[config.mk]
export PLATFORM = sky130hd
export DESIGN_NAME = proj_security_flat
export DESIGN_NICKNAME = d
export VERILOG_FILES = /design/src/rtl/proj_security_pkg.sv /design/src/rtl/proj_security_if.sv /design/src/rtl/proj_security_sector_monitor.sv /design/src/rtl/proj_security.sv /design/src/flat_wrapper.sv
export SDC_FILE = /design/constraint.sdc
export NUM_CORES = 1
export LEC_CHECK = 0
export CAP_MARGIN = 20
export CORE_MARGIN = 5
export CORE_UTILIZATION = 22
export DETAILED_ROUTE_END_ITERATION = 16
export PLACE_DENSITY = 0.87
export SYNTH_ARGS = -nofsm -noshare
export SYNTH_HDL_FRONTEND = slang
export SYNTH_HIERARCHICAL = 1
export SYNTH_SLANG_ARGS = --single-unit
[constraint.sdc]
create_clock -name clk -period 1.5 [get_ports clk]
set_clock_uncertainty 0.2 [all_clocks]
set_input_delay 0.3 -clock clk [delete_from_list [all_inputs] [get_ports clk]]
set_output_delay 0.3 -clock clk [all_outputs]
set_load 0.03 [all_outputs]
[src/rtl/proj_security_pkg.sv]
// Shared constants and sensor-word decoding for the building security controller.
package proj_security_pkg;

  localparam int SENSOR_W = 3;
  localparam int DET_BIT  = 2;
  localparam int ID_MSB   = 1;
  localparam int CODE_W   = 12;
  localparam logic [CODE_W-1:0] VALID_CODE_DEF = 12'd731;

  // A sensor word counts only when its embedded id matches the sector it is wired to.
  function automatic logic sensor_hit(input logic [SENSOR_W-1:0] word,
                                      input logic [ID_MSB:0]     id);
    return word[DET_BIT] && (word[ID_MSB:0] == id);
  endfunction

endpackage

[src/rtl/proj_security_if.sv]
// Sensor inputs and actuator outputs of the security controller.
interface proj_security_if;
  import proj_security_pkg::*;

  logic                fire;
  logic                earth_quake;
  logic [SENSOR_W-1:0] mds0, mds1, mds2, mds3;
  logic [SENSOR_W-1:0] cam0, cam1, cam2, cam3;
  logic [CODE_W-1:0]   access_code;
  logic                sec0, sec1, sec2, sec3;
  logic                door;
  logic                fire_exit;
  logic                fire_dept_alert;
  logic                fire_alarm;
  logic                server_backup_signal;

  modport master (
    output fire, earth_quake, mds0, mds1, mds2, mds3, cam0, cam1, cam2, cam3, access_code,
    input  sec0, sec1, sec2, sec3, door, fire_exit, fire_dept_alert, fire_alarm,
           server_backup_signal
  );

  modport slave (
    input  fire, earth_quake, mds0, mds1, mds2, mds3, cam0, cam1, cam2, cam3, access_code,
    output sec0, sec1, sec2, sec3, door, fire_exit, fire_dept_alert, fire_alarm,
           server_backup_signal
  );
endinterface

[src/rtl/proj_security_sector_monitor.sv]
// Combinational intrusion flag for one sector from its MDS and camera words.
module sector_monitor
  import proj_security_pkg::*;
#(
  parameter logic [ID_MSB:0] SECTOR_ID = '0
) (
  input  logic [SENSOR_W-1:0] mds,
  input  logic [SENSOR_W-1:0] cam,
  output logic                sec
);

  always_comb begin
    sec = sensor_hit(mds, SECTOR_ID) | sensor_hit(cam, SECTOR_ID);
  end

endmodule

[src/rtl/proj_security.sv]
// Security/safety controller: sector intrusion flags, emergency response and door control,
// all driven from a single registered output bank.
module proj_security
  import proj_security_pkg::*;
#(
  parameter logic [CODE_W-1:0] VALID_CODE = VALID_CODE_DEF
) (
  input  logic           clk,
  input  logic           rst,
  proj_security_if.slave bus
);

  logic [3:0] sec_nxt;
  logic       emergency;
  logic       intrusion;
  logic       door_nxt;

  sector_monitor #(.SECTOR_ID(2'd0)) u_sec0 (.mds(bus.mds0), .cam(bus.cam0), .sec(sec_nxt[0]));
  sector_monitor #(.SECTOR_ID(2'd1)) u_sec1 (.mds(bus.mds1), .cam(bus.cam1), .sec(sec_nxt[1]));
  sector_monitor #(.SECTOR_ID(2'd2)) u_sec2 (.mds(bus.mds2), .cam(bus.cam2), .sec(sec_nxt[2]));
  sector_monitor #(.SECTOR_ID(2'd3)) u_sec3 (.mds(bus.mds3), .cam(bus.cam3), .sec(sec_nxt[3]));

  // Intrusion uses this cycle's sector values, so a correct code is refused in the same cycle.
  always_comb begin
    emergency = bus.fire | bus.earth_quake;
    intrusion = |sec_nxt;
    door_nxt  = emergency | ((bus.access_code == VALID_CODE) & ~intrusion);
  end

  always_ff @(posedge clk) begin
    if (rst) begin
      bus.sec0                 <= '0;
      bus.sec1                 <= '0;
      bus.sec2                 <= '0;
      bus.sec3                 <= '0;
      bus.door                 <= '0;
      bus.fire_exit            <= '0;
      bus.fire_dept_alert      <= '0;
      bus.fire_alarm           <= '0;
      bus.server_backup_signal <= '0;
    end else begin
      bus.sec0                 <= sec_nxt[0];
      bus.sec1                 <= sec_nxt[1];
      bus.sec2                 <= sec_nxt[2];
      bus.sec3                 <= sec_nxt[3];
      bus.door                 <= door_nxt;
      bus.fire_exit            <= emergency;
      bus.fire_dept_alert      <= bus.fire;
      bus.fire_alarm           <= emergency;
      bus.server_backup_signal <= emergency;
    end
  end

endmodule

[src/flat_wrapper.sv]
// flat-port wrapper written by rule: the top's interface ports become plain ports
module proj_security_flat import proj_security_pkg::*;
#(
  parameter logic [CODE_W-1:0] VALID_CODE = VALID_CODE_DEF
)
  (clk, rst, bus_fire, bus_earth_quake, bus_mds0, bus_mds1, bus_mds2, bus_mds3, bus_cam0, bus_cam1, bus_cam2, bus_cam3, bus_access_code, bus_sec0, bus_sec1, bus_sec2, bus_sec3, bus_door, bus_fire_exit, bus_fire_dept_alert, bus_fire_alarm, bus_server_backup_signal);
  proj_security_if bus_i ();
  input  logic clk;
  input  logic rst;
  input wire logic [$bits(bus_i.fire)-1:0] bus_fire;
  input wire logic [$bits(bus_i.earth_quake)-1:0] bus_earth_quake;
  input wire logic [$bits(bus_i.mds0)-1:0] bus_mds0;
  input wire logic [$bits(bus_i.mds1)-1:0] bus_mds1;
  input wire logic [$bits(bus_i.mds2)-1:0] bus_mds2;
  input wire logic [$bits(bus_i.mds3)-1:0] bus_mds3;
  input wire logic [$bits(bus_i.cam0)-1:0] bus_cam0;
  input wire logic [$bits(bus_i.cam1)-1:0] bus_cam1;
  input wire logic [$bits(bus_i.cam2)-1:0] bus_cam2;
  input wire logic [$bits(bus_i.cam3)-1:0] bus_cam3;
  input wire logic [$bits(bus_i.access_code)-1:0] bus_access_code;
  output wire logic [$bits(bus_i.sec0)-1:0] bus_sec0;
  output wire logic [$bits(bus_i.sec1)-1:0] bus_sec1;
  output wire logic [$bits(bus_i.sec2)-1:0] bus_sec2;
  output wire logic [$bits(bus_i.sec3)-1:0] bus_sec3;
  output wire logic [$bits(bus_i.door)-1:0] bus_door;
  output wire logic [$bits(bus_i.fire_exit)-1:0] bus_fire_exit;
  output wire logic [$bits(bus_i.fire_dept_alert)-1:0] bus_fire_dept_alert;
  output wire logic [$bits(bus_i.fire_alarm)-1:0] bus_fire_alarm;
  output wire logic [$bits(bus_i.server_backup_signal)-1:0] bus_server_backup_signal;
  assign bus_i.fire = bus_fire;
  assign bus_i.earth_quake = bus_earth_quake;
  assign bus_i.mds0 = bus_mds0;
  assign bus_i.mds1 = bus_mds1;
  assign bus_i.mds2 = bus_mds2;
  assign bus_i.mds3 = bus_mds3;
  assign bus_i.cam0 = bus_cam0;
  assign bus_i.cam1 = bus_cam1;
  assign bus_i.cam2 = bus_cam2;
  assign bus_i.cam3 = bus_cam3;
  assign bus_i.access_code = bus_access_code;
  assign bus_sec0 = bus_i.sec0;
  assign bus_sec1 = bus_i.sec1;
  assign bus_sec2 = bus_i.sec2;
  assign bus_sec3 = bus_i.sec3;
  assign bus_door = bus_i.door;
  assign bus_fire_exit = bus_i.fire_exit;
  assign bus_fire_dept_alert = bus_i.fire_dept_alert;
  assign bus_fire_alarm = bus_i.fire_alarm;
  assign bus_server_backup_signal = bus_i.server_backup_signal;
  proj_security #(.VALID_CODE(VALID_CODE)) u_core (.clk(clk), .rst(rst), .bus(bus_i));
endmodule
==> summary.md <==
| Metric | Value |
|---|---|
| Warnings, synthesis | `6` |
| RSZ-0062 raised after global routing | `false` |
| Post-DRT Antenna Nets | `0` |
| DR top layer | `met3` |
| Site Rows | `14` |
| Largest net degree at the start of global routing | `5` |
| Worst Hold Launch | `bus_fire` |
| Met3 routed WL | `153 um` |
| Mapped Cells | `35` |
| Top post-synthesis cells by area | `dfxtp_1 (43%), o22ai_2 (11%), nor2b_1 (9.5%)` |
| Worst path cell trace | `dlygate4sd2_1` |
| Routability cong. | `0.5923` |
| Relative slew slack | `79.28%` |
| Status | `finished clean` |
| Pwr/cell area | `656.3 mW/mm^2` |
| TritonCTS clock tree | `built` |
| Peak fanout along the critical path | `1` |
| EDFF count, synth | `0` |
| CP endpoint kind | `output port` |
| Design Area, Final | `840.8 sq um` |
| Crit path from | `u_core/bus.sec0` |
| Cell Count, Final, Fillers Out | `103` |
| Clk sinks | `7` |
| Max Clk Rate | `691.5 MHz` |
| Area grow syn2layout | `155.5%` |
| Die ar. | `0.002369 sq mm` |
| Most frequent cells after synthesis | `dfxtp_1 (7), nand2_1 (5), nor2_1 (5), nor2b_1 (5)` |
| Initial Utilization | `22.63%` |
| First-pass GRT wire length | `1814 um` |
| Worst path max stage delay | `0.39 ns` |
| Worst hold path class | `input port to flip-flop` |
| Routed wl met2 | `713 um` |
| Iter 0 DRT Violations | `8` |
| Async S/R FF share, synth | `0%` |
| P_leak | `0.0003529 uW` |
| Top cell family by delay on the critical path | `buffers and inverters` |
| Detailed Route WL | `1190 um` |
| CTS Buffer Depth | `2` |
| Least-Margin Pin Slew | `0.3121 ns` |
| Overflow after GRT | `0` |
| Drt pass-1 iters | `4` |
| Crit path kind | `flip-flop to output port` |
| Syn Std Cell Area | `329.1 sq um` |
| Final worst-path cycle share | `96.41%` |
| Post-Synthesis Net Count | `75` |
| Core area | `0.001454 sq mm` |
| CTS buffer count | `3` |
| Worst Path Buf+Inv | `1` |
| Post-CTS Setup Inserts | `0` |
| Arrival time at the worst endpoint | `0.95 ns` |
| Wire per inst | `11.55 um` |
| ANT cells | `0` |
| IO Pins | `49` |
| Share of cells above drive strength 1 | `16.09%` |
| Yosys cell types | `11` |
| Die width | `48.68 um` |
| Residual DRC | `0` |
| Via Count | `454` |
| Peak VDD IR | `0.2493 mV` |
| Final Util | `57.83%` |
| Max_cap viols | `0` |
| Htree depth | `1` |
| Hold Fails Final Rpt | `0` |
| Synth Register Bits | `7` |
| Final critical-path required period | `1.446 ns` |
| Sequential share of the synthesized area | `42.59%` |
| Clk root buf | `clkbuf_4` |
| Placed cell areas | `822.0 sq um` |
| Hold Path Cell Cnt | `2` |
| Max-slew violation count | `0` |
| Critical Path RT | `1.00 ns` |
| Top cell type's share of synthesized area | `42.59%` |
| Clock transition at the registers of the reported paths | `0.05 ns` |
| Vias in the first global route | `492` |
| Met1 Wirelength | `323 um` |
| Syn Area/Cell | `9.402 sq um` |
| Final setup violation count | `0` |
| Port Buffers | `48` |
| Post-Place Cells | `99` |
| Vias per cell | `4.408` |
| # nets final | `128` |
| Overall routing resource usage | `9.811%` |
| Largest area contributor in the netlist | `dfxtp_1` |
| Nature of the critical path startpoint | `flip-flop` |
| Die Ht | `48.68 um` |
| Detailed Place HPWL | `1103 um` |
| WP depth | `1` |
| Count leader, synth | `dfxtp_1` |
| Slowest CP cell | `dlygate4sd2_1` |
| Main flop type after synthesis | `dfxtp_1` |
| Antenna violations before repair | `0` |
## registers in the layout, summed over array words and instances, names as in the netlist
register,flops
u_core/bus.sec1,1
u_core/bus.sec3,1
u_core/bus.door,1
u_core/bus.fire_dept_alert,1
u_core/bus.server_backup_signal,1
u_core/bus.sec0,1
u_core/bus.sec2,1
## stage by stage
stage               hold WS (ns)  TNS, ns  setup slack, ns  total power [uW]
floorplan                 0.1716        0           0.2748             264.3
global placement          0.5613  -0.2193          -0.2193             392.6
detailed placement        0.5649  -0.2559          -0.2559             396.6
CTS                       0.4319        0         0.007981             561.1
global route              0.4643        0         0.007328             582.1
finish                    0.4495        0          0.05380             551.8
## cells by family after synthesis
family	after synthesis	share of synthesized area (%)
simple gates	22	38.78
compound gates	4	14.07
flops	7	42.58
buf+inv	2	4.561
## power by group
| group | switching, uW | internal [uW] |
|---|---|---|
| logic | 62.9 | 123 |
| clock network | 65.7 | 101 |
| registers | 2.77 | 196 |
| total | 131 | 421 |
## layout make-up
| cell class | count | area [sq um] |
|---|---|---|
| fillers | 154 | 613.1 |
| repair buffers | 50 | 480.5 |
| multi-input cells | 26 | 173.9 |
| flip-flops and latches | 7 | 140.1 |
| clock buffers | 4 | 26.28 |
| well taps | 16 | 20.02 |
## per-layer routing
layer	track usage, %	vias to the layer above
met5	0	-
met2	18.70	27
met4	8.072	0
met1	7.050	201
met3	4.294	0
li1	-	226
## path summary, 6_finish.rpt
kind / to
worst min-delay path: u_core/bus.fire_dept_alert
worst max-delay path: bus_sec0
## repair_timing
| item | 4_1_cts | 5_1_grt |
|---|---|---|
| hold endpoints to repair | 0 | 0 |
| resized for setup | 6 | 0 |
| endpoints found under the setup margin | 6 | 1 |
| pin swaps | 0 | 3 |
| hold buffers | 0 | 0 |
## layout by cell type (no fill, tap or decap), drive strengths merged
master / instances
a22o: 1
and4bb: 2
buf: 5
clkbuf: 4
clkdlybuf4s50: 39
dfxtp: 7
dlygate4sd2: 6
nand2: 5
nand3: 3
nand4: 1
nor2: 5
nor2b: 5
nor4: 1
o22ai: 3
No activity file was read; power rests on OpenSTA's default activity.
